### src/rtl/instruction_fetch.sv
`default_nettype none
// ============================================================================
// Module   : instruction_fetch
// Purpose  : Single-outstanding fetch stage with hold/handshake and branch redirect.
// Revision : 1.0
// ============================================================================
module instruction_fetch #(
    parameter logic [7:0] PC_RESET = 8'h00
) (
    input  logic       clock,
    input  logic       reset,
    output logic [7:0] imem_addr,
    output logic       imem_req,
    input  logic       imem_ack,
    input  logic [7:0] imem_data,
    output logic       instr_valid,
    input  logic       instr_ready,
    output logic [7:0] instr,
    output logic [1:0] opcode,
    output logic [7:0] instr_pc,
    input  logic       branch_taken,
    input  logic [7:0] branch_target
);

    localparam logic [1:0] c_st_fetch    = 2'd0;
    localparam logic [1:0] c_st_hold     = 2'd1;
    localparam logic [1:0] c_st_redirect = 2'd2;

    logic [1:0] r_state;
    logic [1:0] w_state_next;
    logic [7:0] r_pc;
    logic [7:0] w_pc_next;
    logic [7:0] r_instr;
    logic [7:0] w_instr_next;
    logic [7:0] r_instr_pc;
    logic [7:0] w_instr_pc_next;
    logic       r_valid;
    logic       w_valid_next;

    always_ff @(posedge clock) begin
        if (reset) begin
            r_state    <= c_st_fetch;
            r_pc       <= PC_RESET;
            r_instr    <= 8'h00;
            r_instr_pc <= 8'h00;
            r_valid    <= 1'b0;
        end else begin
            r_state    <= w_state_next;
            r_pc       <= w_pc_next;
            r_instr    <= w_instr_next;
            r_instr_pc <= w_instr_pc_next;
            r_valid    <= w_valid_next;
        end
    end

    always_comb begin
        w_state_next    = r_state;
        w_pc_next       = r_pc;
        w_instr_next    = r_instr;
        w_instr_pc_next = r_instr_pc;
        w_valid_next    = r_valid;
        // A redirect wins over a coincident ack or accept; the acked word is dropped.
        if (branch_taken) begin
            w_pc_next    = branch_target;
            w_valid_next = 1'b0;
            w_state_next = c_st_redirect;
        end else begin
            case (r_state)
                c_st_fetch: begin
                    if (imem_ack) begin
                        w_instr_next    = imem_data;
                        w_instr_pc_next = r_pc;
                        w_pc_next       = r_pc + 8'd1;
                        w_valid_next    = 1'b1;
                        w_state_next    = c_st_hold;
                    end
                end
                c_st_hold: begin
                    if (instr_ready) begin
                        w_valid_next = 1'b0;
                        w_state_next = c_st_fetch;
                    end
                end
                c_st_redirect: begin
                    w_state_next = c_st_fetch;
                end
                default: begin
                    w_valid_next = 1'b0;
                    w_state_next = c_st_fetch;
                end
            endcase
        end
    end

    assign imem_addr   = r_pc;
    assign imem_req    = (r_state == c_st_fetch) && !reset;
    assign instr_valid = r_valid;
    assign instr       = r_instr;
    assign opcode      = r_instr[7:6];
    assign instr_pc    = r_instr_pc;

endmodule
`default_nettype wire
### config.mk
export PLATFORM = sky130hd
export DESIGN_NAME = instruction_fetch
export DESIGN_NICKNAME = d
export VERILOG_FILES = /design/src/rtl/instruction_fetch.sv
export SDC_FILE = /design/constraint.sdc
export NUM_CORES = 1
export LEC_CHECK = 0
export CAP_MARGIN = 40
export CORE_MARGIN = 5
export CORE_UTILIZATION = 25
export CTS_BUF_LIST = sky130_fd_sc_hd__clkbuf_16
export DETAILED_ROUTE_END_ITERATION = 16
export SLEW_MARGIN = 15
export SYNTH_ARGS = -nofsm -noshare
export SYNTH_HDL_FRONTEND = slang
export SYNTH_SLANG_ARGS = --single-unit
### constraint.sdc
create_clock -name clock -period 4.54 [get_ports clock]
set_clock_uncertainty 0.1 [all_clocks]
set_input_delay 0.454 -clock clock [delete_from_list [all_inputs] [get_ports clock]]
set_output_delay 0.454 -clock clock [all_outputs]
set_load 0.02 [all_outputs]
==> summary.txt, run 1 <==
Outcome
  • Outcome: finished, final reports clean

Power
  • Clock Power Share: 35.7%
  • Pwr/cell area: 313 nW/um^2
  • Switching portion of total power: 25.2%
  • Design internal power: 419 uW
  • Reg power frac: 47.1%
  • Pleak: 0.000604 uW
  • Sw power: 141 uW
  • Max VDD drop: 0.145 mV
  • Logic pwr share: 17.2%

Synth
  • Syn_nets: 162
  • Synth area leaders: dfxtp_1, nand2_1, a21oi_1
  • Post-Syn Instances: 140
  • Synthesis warning total: 0
  • Yosys reg bits: 27
  • Yosys cell types: 35
  • Cell Area, Synth: 1220 sq um
  • Synthesized area per cell: 8.69 sq um
  • Top cell type by total area after synthesis: dfxtp_1
  • Post-synth top area share: 44.4%
  • Sequential area share after synthesis: 44.4%

Floorplan
  • Die width: 79.7 um
  • Total Die Area: 6360 sq um
  • Core area: 4720 sq um
  • Starting density of the core: 25.7%
  • Height of the die: 79.7 um
  • # IOs: 49
  • Num rows: 25

Detailed routing
  • Routed wire length: 3170 um
  • Vias per cell: 4.53
  • Initial drt markers: 70
  • DRT antenna net count: 0
  • DRC violations left: 0
  • Routed WL per cell: 12.8 um
  • Via count: 1,124
  • DR pass1 iterations: 4

Setup path
  • Worst-path fanout max: 30
  • Max incr delay on CP: 0.63 ns
  • Critical path launch point type: primary input
  • Stages on the worst setup path: 4
  • Setup crit end kind: output port
  • CP dominant cell by count: clkdlybuf4s50_1
  • Req. time, crit path: 3.99 ns
  • Cell family with most CP delay: buffers and inverters
  • Worst endpoint data arrival time: 1.87 ns
  • Crit Path Class: in2out
  • R2R depth: 3
  • Worst-path cell chain: clkdlybuf4s50_1 -> buf_4 -> nor3_1 -> clkdlybuf4s50_1
  • Crit-path slowest cell: clkdlybuf4s50_1
  • Buffers & Inverters on Critical Path: 3

Timing
  • Fin. Hold Viols: 0
  • Final Slew Violations: 0
  • Post-Route Setup TNS: 0 ns
  • Final period util: 53.4%
  • Worst setup margin: 2.12 ns
  • Tightest Pin Transition: 0.781 ns
  • Unrepaired setup endpoints after global routing: no
  • Final setup fails: 0
  • Fin crit period: 2.42 ns
  • Max Freq: 413 MHz
  • Slew Limit Headroom: 47.7%

Final layout
  • Diodes inserted: 0
  • Most common cell after layout, fill and taps aside: clkdlybuf4s50_1
  • Share of post-route cells with drive strength above 1: 5.52%
  • Fill count: 490
  • Area of the multi-input gates: 586 sq um
  • Final net count: 204
  • Synth-to-Final Area Change: 47.0%
  • Final Util: 37.9%
  • Most frequent cells in the layout: clkdlybuf4s50_1, nand2_1, dfxtp_1, a21oi_1, nor2_1
  • Storage cell area: 541 sq um

Global routing
  • First-pass GRT wire length: 4990 um
  • Largest net degree at the start of global routing: 31
  • Vias in the first global route: 1,038
  • Initial antenna violation count: 0
  • Tot GR Track Use: 9.66%
  • Congestion Overflow GR: 0

CTS
  • CTS Sinks: 27
  • CTS buffer count: 3
  • Htree depth: 1
  • Clock Tree Root: clkbuf_16
  • Max clock buf depth: 2
  • CTS clock-pin slew for the worst setup and hold paths: 0.07 ns
  • CTS tree: done
  • CTS Hold Buffers Added: 0
  • Post-CTS Setup Inserts: 0
  • Post-CTS Resized: 0
  • Skew-Pair Late Insertion Delay: 0.26 ns

Hold path
  • WHS Path Cells: 2
  • Worst hold-check path type: reg2reg

Placed design
  • Worst slack at placement: 2.10 ns
  • Routability Congestion: 0.713
  • Hpwl dp: 2230 um
  • Number of port buffers: 48

Flow run
  • Number of max-cap violations: 0
## per-layer routing
| layer | up-vias | routed length [um] | global-route usage, % |
|---|---|---|---|
| li1 | 570 | - | - |
| met1 | 518 | 1430 | 12.8 |
| met2 | 34 | 1490 | 15.6 |
| met3 | 2 | 209 | 1.69 |
| met4 | 0 | 36 | 3.55 |
| met5 | - | 0 | 0 |
## metrics by stage
stage / power [uW] / hold slack [ns] / instances / cell area [sq um]
after floorplan: 318 / 0.433 / 140 / 1220
after global placement: 366 / 0.342 / 244 / 1710
after detailed placement: 366 / 0.351 / 244 / 1710
after CTS: 569 / 0.358 / 248 / 1790
after global routing: 585 / 0.382 / 248 / 1790
final: 560 / 0.354 / 248 / 1790
## worst min-delay path, delay by kind of cell, from the launching register on
| family | cells | cell delay (ns) |
|---|---|---|
| flops | 1 | 0.31 |
| simple gates | 1 | 0.05 |
| compound gates | 1 | 0.05 |
## flip-flops by register name, indices dropped and copies added (netlist names)
name	cells
r_state	2
imem_addr	8
instr_valid	1
instr_pc	8
instr	8
## cells in the mapped netlist, drive strengths merged
| cell type | count |
|---|---|
| ha | 1 |
| a21oi | 18 |
| nor2 | 9 |
| dfxtp | 27 |
| a311oi | 2 |
| a211oi | 5 |
| nor4b | 1 |
| clkbuf | 3 |
| or3 | 1 |
| nand4 | 1 |
| nor3b | 1 |
| nand4bb | 2 |
| o21bai | 1 |
| buf | 9 |
| nor2b | 1 |
| or4b | 1 |
| xnor2 | 2 |
| a31oi | 1 |
| and2 | 1 |
| nand2 | 34 |
| or4 | 1 |
| and3 | 2 |
| a2111oi | 2 |
| o21ai | 2 |
| nor3 | 3 |
| and4bb | 1 |
| o211ai | 2 |
| inv | 2 |
| and4 | 3 |
| mux2i | 1 |
## path summary, 6_finish.rpt
path                     from           to  slack (ns)
hold / removal    instr_pc[6]  instr_pc[6]        0.35
hold reg to reg   instr_pc[6]  instr_pc[6]        0.35
setup / recovery        reset     imem_req        2.12
setup reg to reg   r_state[1]  instr_pc[2]        2.90
## cells by family after synthesis
logic type,share of synthesized area (%)
muxes,0.823
AOI/OAI and AO/OA,16.8
adders and majority gates,1.03
xor gates and xnor gates,1.44
and+or+nand+nor,28.1
buffers and inverters,7.41
DFF,44.4
## power groups by stage
stage | registers (uW) | logic [uW] | clock network [uW]
floorplan | 277 | 41.7 | 0
global placement | 269 | 96.6 | 0
detailed placement | 269 | 96.9 | 0
CTS | 264 | 97.2 | 208
global route | 266 | 103 | 216
finish | 264 | 96.1 | 200
## layout make-up
cell class                 instances  area share [%]
tap                               67            4.69
inverter                           2           0.420
clock inverter                     1           0.420
multi-input combinational         99            32.8
timing repair buffer              49            27.3
clock buffer                       3            4.20
sequential                        27            30.2
Note: power is estimated with default switching activity, not from simulation.
==> inputs of run 2 (changes only) <==
- clock period: 4.54 -> 2.27 ns (I/O delays scaled with it)
==> run 2 against run 1 <==
  * Global-route usage is 0.92 points higher
  * Clock power grew 98%
  * Power rose by 100%
  * Non-clock buffer count increased by 3
  * Setup slack got worse by 1.8 ns
  * Combinational power increased by 100%
  * Die area stayed put
  * First-iteration DRC count unchanged
  * Design area increased by 1.0%
  * Highest routed layer unchanged
  * Clock-buffer cell count unchanged
  * Hold slack got worse by 0.00078 ns
==> summary.txt, run 2 (synthesis results as in run 1) <==
Global routing
  • Vias in the first global route: 1,074 (was 1,038)
  • Met1 Usage GRT: 13.4% (was 12.8%)
  • First-pass GRT wire length: 5300 um (was 4990 um)
  • Largest net degree at the start of global routing: 30 (was 31)
  • Grt met2 use: 17.2% (was 15.6%)
  • Tot GR Track Use: 10.6% (was 9.66%)
  • Congestion Overflow GR: 0 (unchanged)
  • Global routing usage on met3: 2.03% (was 1.69%)
  • Top Usage Layer GRT: met2 (unchanged)
  • Initial antenna violation count: 0 (unchanged)

Timing
  • Post-Route Setup TNS: 0 ns (unchanged)
  • Final Slew Violations: 0 (unchanged)
  • Fin. Hold Viols: 0 (unchanged)
  • Fin crit period: 1.91 ns
  • Final setup fails: 0 (unchanged)
  • Slew Limit Headroom: 73.6% (was 47.7%)
  • Final period util: 84.2%
  • Tightest Pin Transition: 0.395 ns (was 0.781 ns)
  • Unrepaired setup endpoints after global routing: no (unchanged)
  • Max Freq: 523 MHz

Setup path
  • Worst endpoint data arrival time: 1.58 ns (was 1.87 ns)
  • Req. time, crit path: 1.94 ns (was 3.99 ns)
  • Worst-path fanout max: 8 (was 30)
  • Max incr delay on CP: 0.65 ns (was 0.63 ns)
  • Crit Path Class: reg2out (was in2out)
  • Crit-path slowest cell: clkdlybuf4s50_1 (unchanged)
  • Setup crit end kind: output port (unchanged)
  • Worst-path cell chain: nor3_1 -> clkdlybuf4s50_1 (was clkdlybuf4s50_1 -> buf_4 -> nor3_1 -> clkdlybuf4s50_1)
  • Critical path launch point type: register (was primary input)

Detailed routing
  • Initial drt markers: 70 (unchanged)
  • Vias per cell: 4.31 (was 4.53)
  • DR pass1 iterations: 4 (unchanged)
  • DRC violations left: 0 (unchanged)
  • Via count: 1,082 (was 1,124)
  • DRT antenna net count: 0 (unchanged)
  • Routed WL per cell: 12.8 um (about the same)
  • Routed wire length: 3220 um (was 3170 um)

CTS
  • CTS tree: done (unchanged)
  • Post-CTS Resized: 0 (unchanged)
  • Max clock buf depth: 2 (unchanged)
  • Post-CTS Setup Inserts: 0 (unchanged)
  • Skew-Pair Late Insertion Delay: 0.26 ns (about the same)
  • CTS Sinks: 27 (unchanged)
  • Clock Tree Root: clkbuf_16 (unchanged)
  • Htree depth: 1 (unchanged)
  • CTS Hold Buffers Added: 0 (unchanged)
  • CTS clock-pin slew for the worst setup and hold paths: 0.07 ns (about the same)
  • CTS buffer count: 3 (unchanged)

Final layout
  • Diodes inserted: 0 (unchanged)
  • Fill count: 483 (was 490)
  • Final Util: 38.3% (was 37.9%)
  • Share of post-route cells with drive strength above 1: 6.52% (was 5.52%)
  • Most common cell after layout, fill and taps aside: clkdlybuf4s50_1 (unchanged)
  • Final net count: 207 (was 204)
  • Synth-to-Final Area Change: 48.6% (was 47.0%)
  • Most frequent cells in the layout: clkdlybuf4s50_1, nand2_1, dfxtp_1, a21oi_1, nor2_1 (unchanged)
  • Final Cell Area: 1810 sq um (was 1790 sq um)

Power
  • Design internal power: 838 uW (was 419 uW)
  • Pleak: 0.000624 uW (was 0.000604 uW)
  • Clock Power Share: 35.4% (was 35.7%)
  • Logic pwr share: 17.5% (was 17.2%)
  • Reg power frac: 47.1% (about the same)
  • Pwr/cell area: 621 nW/um^2 (was 313 nW/um^2)
  • Switching portion of total power: 25.2% (about the same)
  • Max VDD drop: 0.302 mV (was 0.145 mV)
  • Sw power: 283 uW (was 141 uW)

Placed design
  • Number of port buffers: 48 (unchanged)
  • Routability Congestion: 0.724 (was 0.713)
  • Hpwl dp: 2320 um (was 2230 um)
  • Dpl cell area: 1730 sq um (was 1710 sq um)

Floorplan
  • Total Die Area: 6360 sq um (unchanged)
  • Num rows: 25 (unchanged)
  • Height of the die: 79.7 um (unchanged)
  • Die width: 79.7 um (unchanged)
  • Starting density of the core: 25.7% (unchanged)
  • # IOs: 49 (unchanged)
  • Core area: 4720 sq um (unchanged)

Flow run
  • Number of max-cap violations: 0 (unchanged)

Hold path
  • Worst hold-check path type: reg2reg (unchanged)

Outcome
  • Outcome: finished, final reports clean (unchanged)
-- run 2: area by class of cell --
cell class / instances / area, sq um / area share [%]
Multi-Input combinational cell: 99 / 586 / 32.4
Sequential cell: 27 / 541 / 29.9
Tap cell: 67 / 83.8 / 4.64
Timing Repair Buffer: 52 / 510 / 28.3
Inverter: 2 / 7.51 / 0.416
Clock buffer: 3 / 75.1 / 4.16
Clock inverter: 1 / 3.75 / 0.208
-- run 2: path summary, 6_finish.rpt --
check / startpoint / endpoint / slack [ns] / cells after the start
worst max-delay path: r_state[1] / imem_req / 0.36 / 2
worst min-delay path: instr_pc[4] / instr_pc[4] / 0.35 / 2
worst max register to register: imem_addr[0] / imem_addr[4] / 0.62 / 4
worst min register to register: instr_pc[4] / instr_pc[4] / 0.35 / 2
-- run 2: per-stage QoR --
step	std cells	power (uW)	worst slack, ns	hold WS [ns]
final	251	1120	0.358	0.353
after global routing	251	1170	0.276	0.378
after CTS	251	1140	0.329	0.357
after detailed placement	247	738	0.376	0.348
after global placement	247	737	0.376	0.342
after floorplan	140	637	0.731	0.263
-- run 2: routing by layer --
| metal | vias up | wire length, um |
|---|---|---|
| met4 | 0 | 26 |
| met3 | 2 | 165 |
| li1 | 576 | - |
| met1 | 477 | 1490 |
| met5 | - | 0 |
| met2 | 27 | 1530 |
-- run 2: worst max-delay path, delay by kind of cell (launching register included) --
family        cells  cell delay [ns]
buf+inv           1             0.65
flops             1             0.41
simple gates      1             0.26
-- run 2: power groups by stage --
stage | clock (uW) | combinational, uW | sequential [uW]
after floorplan | 0 | 83.3 | 553
final | 397 | 196 | 528
after CTS | 414 | 199 | 528
after detailed placement | 0 | 198 | 539
after global placement | 0 | 198 | 538
after global routing | 429 | 213 | 532
